===== config.mk =====
export PLATFORM = sky130hd
export DESIGN_NAME = xbar_nxm
export DESIGN_NICKNAME = d
export VERILOG_FILES = /design/src/rtl/xbar_pkg.sv /design/src/rtl/xbar_rr_arbiter.sv /design/src/rtl/xbar_nxm.sv
export SDC_FILE = /design/constraint.sdc
export NUM_CORES = 1
export LEC_CHECK = 0
export CAP_MARGIN = 20
export CELL_PAD_IN_SITES_DETAIL_PLACEMENT = 0
export CELL_PAD_IN_SITES_GLOBAL_PLACEMENT = 2
export CORE_AREA = 3 3 315 317
export CTS_CLUSTER_SIZE = 12
export DETAILED_ROUTE_END_ITERATION = 12
export DIE_AREA = 0 0 318 320
export PLACE_DENSITY_LB_ADDON = 0.1
export SETUP_SLACK_MARGIN = 0.15
export SLEW_MARGIN = 40
export SYNTH_ARGS = -nofsm -noshare
export SYNTH_HDL_FRONTEND = slang
export SYNTH_HIERARCHICAL = 1
export SYNTH_SLANG_ARGS = --single-unit

===== constraint.sdc =====
create_clock -name clk -period 4 [get_ports clk]
set_input_delay 1 -clock clk [delete_from_list [all_inputs] [get_ports clk]]
set_output_delay 1 -clock clk [all_outputs]
set_load 0.03 [all_outputs]

===== src/rtl/xbar_pkg.sv =====
// xbar_pkg: shared types, default widths and slave decode for xbar_nxm.
// Ports: none (package).
package xbar_pkg;

  typedef enum logic {
    ARB_IDLE = 1'b0,
    ARB_BUSY = 1'b1
  } arb_state_t;

  localparam int DEF_N_MASTERS  = 4;
  localparam int DEF_N_SLAVES   = 4;
  localparam int DEF_ADDR_WIDTH = 32;
  localparam int DEF_DATA_WIDTH = 32;
  localparam int MAX_ADDR_WIDTH = 64;

  // Slave index taken from the top sel_w bits of an addr_w-bit address.
  function automatic logic [31:0] slave_sel(
    input logic [MAX_ADDR_WIDTH-1:0] addr,
    input int                        addr_w,
    input int                        sel_w
  );
    logic [31:0] mask;
    mask = (32'd1 << sel_w) - 32'd1;
    return 32'(addr >> (addr_w - sel_w)) & mask;
  endfunction

endpackage


===== src/rtl/xbar_rr_arbiter.sv =====
// xbar_rr_arbiter: per-slave locking round-robin arbiter (IDLE/BUSY).
// Ports: clk, rst, req[N], ack -> grant[N] (one-hot, registered), busy.
module xbar_rr_arbiter
  import xbar_pkg::*;
#(
  parameter int N_MASTERS = DEF_N_MASTERS
) (
  input  logic                 clk,
  input  logic                 rst,
  input  logic [N_MASTERS-1:0] req,
  input  logic                 ack,
  output logic [N_MASTERS-1:0] grant,
  output logic                 busy
);

  localparam int PW = $clog2(N_MASTERS);

  arb_state_t           state;
  logic [PW-1:0]        ptr;
  logic [PW-1:0]        gidx;
  logic [PW-1:0]        pick;
  logic [PW-1:0]        idx;
  logic [PW-1:0]        ptr_nxt;
  logic [N_MASTERS-1:0] pick_oh;
  logic                 found;

  // First requester at or after ptr, wrapping past the top index.
  always_comb begin
    pick    = '0;
    idx     = '0;
    found   = 1'b0;
    pick_oh = '0;
    for (int k = 0; k < N_MASTERS; k++) begin
      idx = PW'((32'(ptr) + 32'(k)) % N_MASTERS);
      if (!found && req[idx]) begin
        found = 1'b1;
        pick  = idx;
      end
    end
    pick_oh[pick] = found;
  end

  assign ptr_nxt = (gidx == PW'(N_MASTERS - 1)) ? '0 : gidx + PW'(1);

  always_ff @(posedge clk or posedge rst) begin
    if (rst) begin
      state <= ARB_IDLE;
      grant <= '0;
      ptr   <= '0;
      gidx  <= '0;
    end else begin
      unique case (state)
        ARB_IDLE: begin
          if (found) begin
            state <= ARB_BUSY;
            gidx  <= pick;
            grant <= pick_oh;
          end
        end
        ARB_BUSY: begin
          if (ack) begin
            state <= ARB_IDLE;
            grant <= '0;
            ptr   <= ptr_nxt;
          end
        end
        default: state <= ARB_IDLE;
      endcase
    end
  end

  assign busy = (state == ARB_BUSY);

endmodule


===== src/rtl/xbar_nxm.sv =====
// xbar_nxm: N-master x M-slave req/ack crossbar, one RR arbiter per slave.
// Ports: m_req/m_addr/m_we/m_wdata -> s_*; s_ack/s_rdata -> m_ack/m_rdata;
//   dbg_grant = per-slave one-hot grants. XBAR_RESP_REG_EN registers m_ack/m_rdata.
module xbar_nxm
  import xbar_pkg::*;
#(
  parameter int N_MASTERS  = DEF_N_MASTERS,
  parameter int N_SLAVES   = DEF_N_SLAVES,
  parameter int ADDR_WIDTH = DEF_ADDR_WIDTH,
  parameter int DATA_WIDTH = DEF_DATA_WIDTH
) (
  input  logic                           clk,
  input  logic                           rst,
  input  logic [N_MASTERS-1:0]           m_req,
  input  logic [N_MASTERS*ADDR_WIDTH-1:0] m_addr,
  input  logic [N_MASTERS-1:0]           m_we,
  input  logic [N_MASTERS*DATA_WIDTH-1:0] m_wdata,
  output logic [N_MASTERS-1:0]           m_ack,
  output logic [N_MASTERS*DATA_WIDTH-1:0] m_rdata,
  output logic [N_SLAVES-1:0]            s_req,
  output logic [N_SLAVES*ADDR_WIDTH-1:0] s_addr,
  output logic [N_SLAVES-1:0]            s_we,
  output logic [N_SLAVES*DATA_WIDTH-1:0] s_wdata,
  input  logic [N_SLAVES-1:0]            s_ack,
  input  logic [N_SLAVES*DATA_WIDTH-1:0] s_rdata,
  output logic [N_SLAVES*N_MASTERS-1:0]  dbg_grant
);

  localparam int SEL_W = $clog2(N_SLAVES);
  localparam int AW    = ADDR_WIDTH;
  localparam int DW    = DATA_WIDTH;

  logic [N_MASTERS-1:0]                avail;
  logic [N_SLAVES-1:0][N_MASTERS-1:0]  tgt;
  logic [N_SLAVES-1:0][N_MASTERS-1:0]  gnt;
  logic [N_SLAVES-1:0]                 busy;
  logic [N_MASTERS-1:0]                ack_c;
  logic [N_MASTERS*DW-1:0]             rdata_c;

  always_comb begin
    tgt = '0;
    for (int i = 0; i < N_MASTERS; i++) begin
      for (int j = 0; j < N_SLAVES; j++) begin
        if (avail[i] &&
            slave_sel(MAX_ADDR_WIDTH'(m_addr[i*AW +: AW]), AW, SEL_W)
              == 32'(j)) begin
          tgt[j][i] = 1'b1;
        end
      end
    end
  end

  for (genvar j = 0; j < N_SLAVES; j++) begin : g_arb
    xbar_rr_arbiter #(
      .N_MASTERS(N_MASTERS)
    ) u_arb (
      .clk  (clk),
      .rst  (rst),
      .req  (tgt[j]),
      .ack  (s_ack[j]),
      .grant(gnt[j]),
      .busy (busy[j])
    );
  end

  assign s_req     = busy;
  assign dbg_grant = gnt;

  always_comb begin
    s_addr  = '0;
    s_we    = '0;
    s_wdata = '0;
    for (int j = 0; j < N_SLAVES; j++) begin
      for (int i = 0; i < N_MASTERS; i++) begin
        if (gnt[j][i]) begin
          s_addr[j*AW +: AW]  = s_addr[j*AW +: AW] | m_addr[i*AW +: AW];
          s_we[j]             = s_we[j] | m_we[i];
          s_wdata[j*DW +: DW] = s_wdata[j*DW +: DW] | m_wdata[i*DW +: DW];
        end
      end
    end
  end

  // Grants are one-hot and only held while BUSY, so an OR-mux suffices.
  always_comb begin
    ack_c   = '0;
    rdata_c = '0;
    for (int j = 0; j < N_SLAVES; j++) begin
      for (int i = 0; i < N_MASTERS; i++) begin
        if (gnt[j][i] && s_ack[j]) begin
          ack_c[i]             = 1'b1;
          rdata_c[i*DW +: DW]  = rdata_c[i*DW +: DW] | s_rdata[j*DW +: DW];
        end
      end
    end
  end

`ifdef XBAR_RESP_REG_EN
  always_ff @(posedge clk or posedge rst) begin
    if (rst) begin
      m_ack   <= '0;
      m_rdata <= '0;
    end else begin
      m_ack   <= ack_c;
      m_rdata <= rdata_c;
    end
  end

  // The slave freed a cycle before the master saw its ack; the master's
  // still-high req must not win a fresh grant in that gap.
  assign avail = m_req & ~m_ack;
`else
  assign m_ack   = ack_c;
  assign m_rdata = rdata_c;
  assign avail   = m_req;
`endif

`ifndef SYNTHESIS
  for (genvar i = 0; i < N_MASTERS; i++) begin : g_m_chk
    a_m_hold: assert property (
      @(posedge clk) disable iff (rst)
      m_req[i] && !m_ack[i] |=>
        m_ack[i] || (m_req[i] && $stable(m_addr[i*AW +: AW])))
      else $error("xbar_nxm: master %0d dropped req or changed addr", i);
  end

  for (genvar j = 0; j < N_SLAVES; j++) begin : g_s_chk
    a_s_ack: assert property (
      @(posedge clk) disable iff (rst)
      s_ack[j] |-> s_req[j])
      else $error("xbar_nxm: s_ack on idle slave %0d", j);
  end
`endif

endmodule


==> results of run 1 <==
-- state kept, by name (all words and copies together), names as in the netlist --
| signal | flops |
|---|---|
| g_arb.u_arb/gidx | 8 |
| g_arb.u_arb/grant | 16 |
| g_arb.u_arb/ptr | 8 |
| g_arb.u_arb/busy | 4 |
-- kinds of logic after synthesis --
| family | count (synthesis) | share of synthesized area [%] |
|---|---|---|
| adders and majority gates | 4 | 0.4131 |
| DFF | 36 | 7.436 |
| muxes | 4 | 0.3718 |
| buffers and inverters | 257 | 13.83 |
| and+or+nand+nor | 989 | 39.78 |
| AOI/OAI and AO/OA | 594 | 38.17 |
-- worst max-delay path, cell delays in order --
cell,delay (ps)
buf_4,400
buf_4,290
nand3_1,90
nand4_1,180
clkdlybuf4s50_1,700
-- metal layers --
layer,wire [um],vias up,global-route usage (%)
met2,60370,1056,39.02
met3,9038,129,4.835
met1,49290,9978,27.42
met5,126,-,0
met4,2739,20,5.319
li1,-,8735,-
-- power breakdown --
part           switching (mW)  total, mW  internal [mW]
registers               0.328      0.800          0.472
logic                    5.12       8.17           3.05
clock network           0.150      0.478          0.328
total                    5.59       9.44           3.85
-- area by class of cell --
cell class                      count  area (um^2)  area share [%]
Antenna cell                       17        42.54          0.1957
Clock inverter                      1        30.03          0.1382
Timing Repair Buffer              905         9356           43.05
Sequential cell                    36        960.9           4.421
Tap cell                         1276         1597           7.346
Inverter                           15        56.30          0.2591
Clock buffer                        7        152.6          0.7023
Multi-Input combinational cell   1591         9539           43.89
-- stage by stage --
step                setup slack (ps)  cells  utilization (%)
global placement               301.6   3823            22.27
finish                         299.6   3848            22.51
global route                   246.3   3844            22.50
floorplan                       1206   1884                -
CTS                            303.9   3831            22.46
detailed placement             311.2   3823            22.27
-- layout by cell type (no fill, tap or decap), types with 11 or more instances in the layout --
cell type	Yosys	layout
clkdlybuf4s50_1	0	789
nand3_1	515	515
a22oi_1	491	491
nand2_1	290	290
nand4_1	128	128
buf_4	31	69
buf_12	0	47
a22oi_2	37	37
dfrtp_1	36	20
diode_2	0	17
dfrtp_4	0	16
nor2_1	14	14
inv_1	14	14
a21oi_1	13	13
nand2b_1	11	11
-- synth_stat cells --
master / instances
and3_1: 4
buf_4: 31
o21bai_1: 4
nor2b_1: 9
a21o_1: 7
a21oi_1: 13
nand2_1: 290
mux2_2: 4
o21ai_0: 2
a22oi_2: 37
o21ai_1: 6
a211oi_1: 1
nand2b_4: 1
a22oi_1: 491
o22ai_2: 3
nand2b_1: 11
dfrtp_1: 36
a32o_1: 2
a211o_1: 4
o311ai_1: 3
clkbuf_1: 6
nor3b_1: 9
o32a_1: 1
buf_2: 151
nand4_1: 128
nand2b_2: 3
or4_4: 1
inv_1: 14
nand3b_1: 3
nand3_1: 515
ha_1: 4
o32ai_1: 1
and3b_1: 1
inv_2: 1
nor2_1: 14
o31ai_1: 9
o22ai_1: 3
a22o_1: 3
o21a_1: 4
buf_6: 54
-- worst max-delay path by stage --
stage | end | slack (ps)
CTS | m_rdata[85] | 300
global route | m_rdata[85] | 250
global placement | m_rdata[85] | 300
detailed placement | m_rdata[85] | 310
floorplan | m_rdata[11] | 1210
finish | m_rdata[85] | 300
==> impl_metrics.yaml, run 1 <==
timing:
  maxSlewHeadroom_pct: 49.23
  tightestPinTransition_ps: 761.6
  fin_hold_ws_ps: 484.8
  fin_worst_skew_ps: 4.776
  hold_viol_final: 0
  rsz0062_at_grt: "false"
  fmax_mhz: 270.2
  slew_viol_final: 0
  final.setup.tns_ps: 0
  finalSetupViolCount: 0
  period_share_pct: 92.51
  fin_crit_ps: 3700
floorplan:
  dieArea_um2: 101800
  core_area_um2: 96570
  die_h_um: 320
  pin_count: 810
  rows: 114
  die_width_um: 318
  start_util_pct: 12.55
power_and_ir_drop:
  power.density_nw_per_um2: 434.5
  ir_drop_mv: 0.1596
  fin_total_pwr_mw: 9.444
  leakagePower_nw: 7.794
cells_and_area:
  stdcell_area_um2: 21730
  final_nets: 2956
  final_layout_size_suffix_gt1_share_pct: 7.436
  n_fill_cell: 10717
  synthToLayoutAreaGrowth_pct: 79.40
setup_path:
  r2r_start: "g_arb[1].u_arb/ptr[0]$_DFFE_PP0P_"
  required_ps: 3000
  r2r_slack_ps: 2570
  timing.rr.end: "g_arb[1].u_arb/grant[2]$_DFFE_PP0P_"
  cp-end-kind: "primary output"
  reg2reg_depth: 5
  cp_max_fo: 30
  worstPathArrival_ps: 2700
  path_class: "input pin to primary output"
  critPathLaunch: "s_ack[3]"
  worstSetupStartpointType: "input pin"
yosys:
  synth.top_cells.by_area: "a22oi_1 (30%), nand3_1 (21%), nand2_1 (9.0%)"
  ys_seq_elements: 36
  avgSynthCellArea_um2: 6.431
  synth_top_area_share_pct: 30.42
  syn_inst: 1884
  netlist_area_um2: 12120
  ys_types: 40
  yosysTopAreaCell: "a22oi_1"
  synth_nets: 2286
  yosysSeqAreaShare_pct: 7.436
  ys.warnings.count: 6
placed_design:
  io_buffers: 809
  gp_congestion: 0.8622
  hpwl_mm: 87.74
  place_area_um2: 21510
detailed_routing:
  drtAntennaViolNets: 0
  wl_mm: 121.6
  viasPerCell: 5.176
  routedWlPerCell_um: 31.59
  drc_errors: 0
  vias: 19918
  drt_iter0_drc: 2249
  dr.pass1.iters: 6
clock_network:
  cts-root-buf: "clkbuf_16"
  clock-sinks: 36
  ctsHoldBuffers: 0
  path_clk_slew_ps: 60
  htree_levels: 2
  cts_tree: "yes"
  clock_latency_ps: 280
  post_cts_buffers: 0
  ctsResizeCount: 0
  clk_path_buf_depth: 2
  cts_buffers: 5
run:
  cap_violations: 0
global_route:
  grt_usage_pct: 22.18
  grt_overflow_total: 0
  grt_pass1_wl_mm: 165.9
  grt_max_degree: 69
  grt_antenna_before_repair: 24
  grt_pass1_vias: 19359
min_path:
  min_to: "g_arb[0].u_arb/ptr[0]$_DFFE_PP0P_"
  holdPathStages: 1
  hp-class: "register to register"
  hold_start: "g_arb[0].u_arb/gidx[0]$_DFFE_PP0P_"
status:
  status: "finished clean"
Power figures use the tool's default switching activity.
==> run 2: changes to the inputs <==
--- a/config.mk
+++ b/config.mk
@@ -13,6 +13,7 @@
 export DETAILED_ROUTE_END_ITERATION = 12
 export DIE_AREA = 0 0 318 320
 export PLACE_DENSITY_LB_ADDON = 0.1
+export REMOVE_ABC_BUFFERS = 1
 export SETUP_SLACK_MARGIN = 0.15
 export SLEW_MARGIN = 40
 export SYNTH_ARGS = -nofsm -noshare
==> run 2 against run 1 <==
Effect of this change:
- core utilization grew 0.12 points
- global-route usage increased by 0.31 points
- critical path type unchanged
- critical endpoint is now s_addr[24]
- clock power fell by 17%
- register-to-register slack lost 260 ps
- largest cell class unchanged
- sequential share of layout area about the same
==> impl_metrics.yaml, run 2 (synthesis gave the netlist of run 1 again) <==
status:
  status: "finished clean"
clock_network:
  ctsHoldBuffers: 0
  post_cts_buffers: 0
  path_clk_slew_ps: 50
  clock_latency_ps: 280
  clock-sinks: 36
  cts_buffers: 5
  htree_levels: 2
  ctsResizeCount: 0
  cts-root-buf: "clkbuf_16"
  clk_path_buf_depth: 2
  cts_tree: "yes"
cells_and_area:
  final_common_cell: "clkdlybuf4s50_1"
  largest_register: "g_arb.u_arb/grant"
  final_cell_mix: "clkdlybuf4s50_1 (773), nand3_1 (515), a22oi_1 (491), nand2_1 (290), nand4_1 (128)"
  ff_latch_area_um2: 960.9
  final_nets: 2939
  synthToLayoutAreaGrowth_pct: 80.32
  multiInputGateArea_um2: 9539
  largest_register_ffs: 16
  n_fill_cell: 10638
  reg.largest.list: "g_arb.u_arb/grant: 16 flops, g_arb.u_arb/gidx: 8 flops, g_arb.u_arb/ptr: 8 flops"
  final_layout_size_suffix_gt1_share_pct: 7.368
floorplan:
  rows: 114
  die_width_um: 318
  dieArea_um2: 101800
  pin_count: 810
  core_area_um2: 96570
  die_h_um: 320
  start_util_pct: 12.55
global_route:
  grt_overflow_total: 0
  grt_pass1_wl_mm: 168.7
  grt_usage_pct: 22.49
  grt_antenna_before_repair: 19
  grt_pass1_vias: 19922
  grt_max_degree: 70
detailed_routing:
  drc_errors: 0
  wl_mm: 122.3
  routedWlPerCell_um: 31.95
  dr.pass1.iters: 6
  drtAntennaViolNets: 0
  vias: 19924
  drt_iter0_drc: 1972
  viasPerCell: 5.206
placed_design:
  pre_cts_slack_ps: 387.9
  io_buffers: 809
  hpwl_mm: 87.98
  gp_congestion: 0.8618
setup_path:
  cpMostUsedCell: "clkdlybuf4s50_1"
  cp-end-kind: "primary output"
  worstPathArrival_ps: 2660
  slowest_stage: "clkdlybuf4s50_1"
  cp_cell_sequence: "clkdlybuf4s50_1 -> a22oi_1 -> nand2_1 -> clkdlybuf4s50_1"
  cp_max_fo: 4
  worstSetupStartpointType: "input pin"
  required_ps: 3000
  max_stage_delay_ps: 710
  path_class: "input pin to primary output"
timing:
  fin_hold_ws_ps: 483.4
  fin_worst_skew_ps: 2.982
  tightestPinTransition_ps: 736.7
  slew_viol_final: 0
  period_share_pct: 91.38
  rsz0062_at_grt: "false"
  fin_crit_ps: 3655
  maxSlewHeadroom_pct: 50.89
  final.setup.tns_ps: 0
  fin_ws_ps: 345.0
  hold_viol_final: 0
  fmax_mhz: 273.6
  finalSetupViolCount: 0
run:
  cap_violations: 0
power_and_ir_drop:
  pwr-share-comb_pct: 87.0
  ir_drop_mv: 0.1718
  leakagePower_nw: 7.792
  power.density_nw_per_um2: 433.9
  fin_total_pwr_mw: 9.480
  p_int_mw: 3.832
  power.clock.fraction_pct: 4.2
  seqPwrFrac_pct: 8.7
  swShare_pct: 59.57
  p_switching_mw: 5.647
min_path:
  hp-class: "register to register"
==> run 2: power groups by stage <==
stage	Sequential (mW)	Clock (mW)	Combinational (mW)
2_1_floorplan	1.07	0	3.36
3_3_place_gp	0.848	0	8.33
3_5_place_dp	0.852	0	8.30
4_1_cts	0.843	0.407	8.34
5_1_grt	0.857	0.426	8.60
6_report	0.829	0.399	8.25
==> run 2: layer usage <==
layer / share of wire (%) / GRT usage, % / vias up
met5: 0.045 / 0 / -
met4: 1.9 / 4.231 / 8
met3: 7.5 / 4.752 / 122
met1: 40 / 27.73 / 9999
li1: - / - / 8693
met2: 50 / 40.30 / 1102
==> run 2: worst paths after layout <==
kind | start | endpoint | slack, ps | cells after the start
setup / recovery | m_addr[56] | s_addr[24] | 340 | 4
hold / removal | g_arb[1].u_arb/gidx[0]$_DFFE_PP0P_ | g_arb[1].u_arb/ptr[0]$_DFFE_PP0P_ | 480 | 1
setup reg to reg | g_arb[1].u_arb/grant[1]$_DFFE_PP0P_ | g_arb[1].u_arb/grant[1]$_DFFE_PP0P_ | 2310 | 4
hold reg to reg | g_arb[1].u_arb/gidx[0]$_DFFE_PP0P_ | g_arb[1].u_arb/ptr[0]$_DFFE_PP0P_ | 480 | 1
max in group asynchronous | rst | g_arb[0].u_arb/grant[1]$_DFFE_PP0P_ | 2540 | 2
min in group asynchronous | rst | g_arb[1].u_arb/busy$_DFF_PP0_ | 1120 | 2
==> run 2: layout make-up <==
class,count,area share [%]
Antenna cell,13,0.1489
Clock buffer,8,0.6701
Inverter,15,0.2577
Multi-Input combinational cell,1591,43.67
Sequential cell,36,4.399
Tap cell,1276,7.308
Timing Repair Buffer,888,43.55
==> run 2: worst max-delay path: cells and delay by family <==
kind	cells	cell delay, ps
AND/OR/NAND/NOR	1	180
buffers and inverters	2	1350
AO/OA/AOI/OAI	1	120
==> run 2: per-stage QoR <==
step / utilization [%] / instances / instance area, um^2
3_3_place_gp: 22.44 / 3806 / 21670
2_1_floorplan: - / 1642 / 10500
5_1_grt: 22.61 / 3823 / 21840
3_5_place_dp: 22.44 / 3806 / 21670
6_report: 22.62 / 3827 / 21850
4_1_cts: 22.59 / 3814 / 21810
==> run 3: changes to the inputs <==
--- a/config.mk
+++ b/config.mk
@@ -12,6 +12,7 @@
 export CTS_CLUSTER_SIZE = 12
 export DETAILED_ROUTE_END_ITERATION = 12
 export DIE_AREA = 0 0 318 320
+export HOLD_SLACK_MARGIN = 0.03
 export PLACE_DENSITY_LB_ADDON = 0.1
 export REMOVE_ABC_BUFFERS = 1
 export SETUP_SLACK_MARGIN = 0.15
==> results of run 3 <==
Final layout, timing and power as in run 2 (identical DEF).
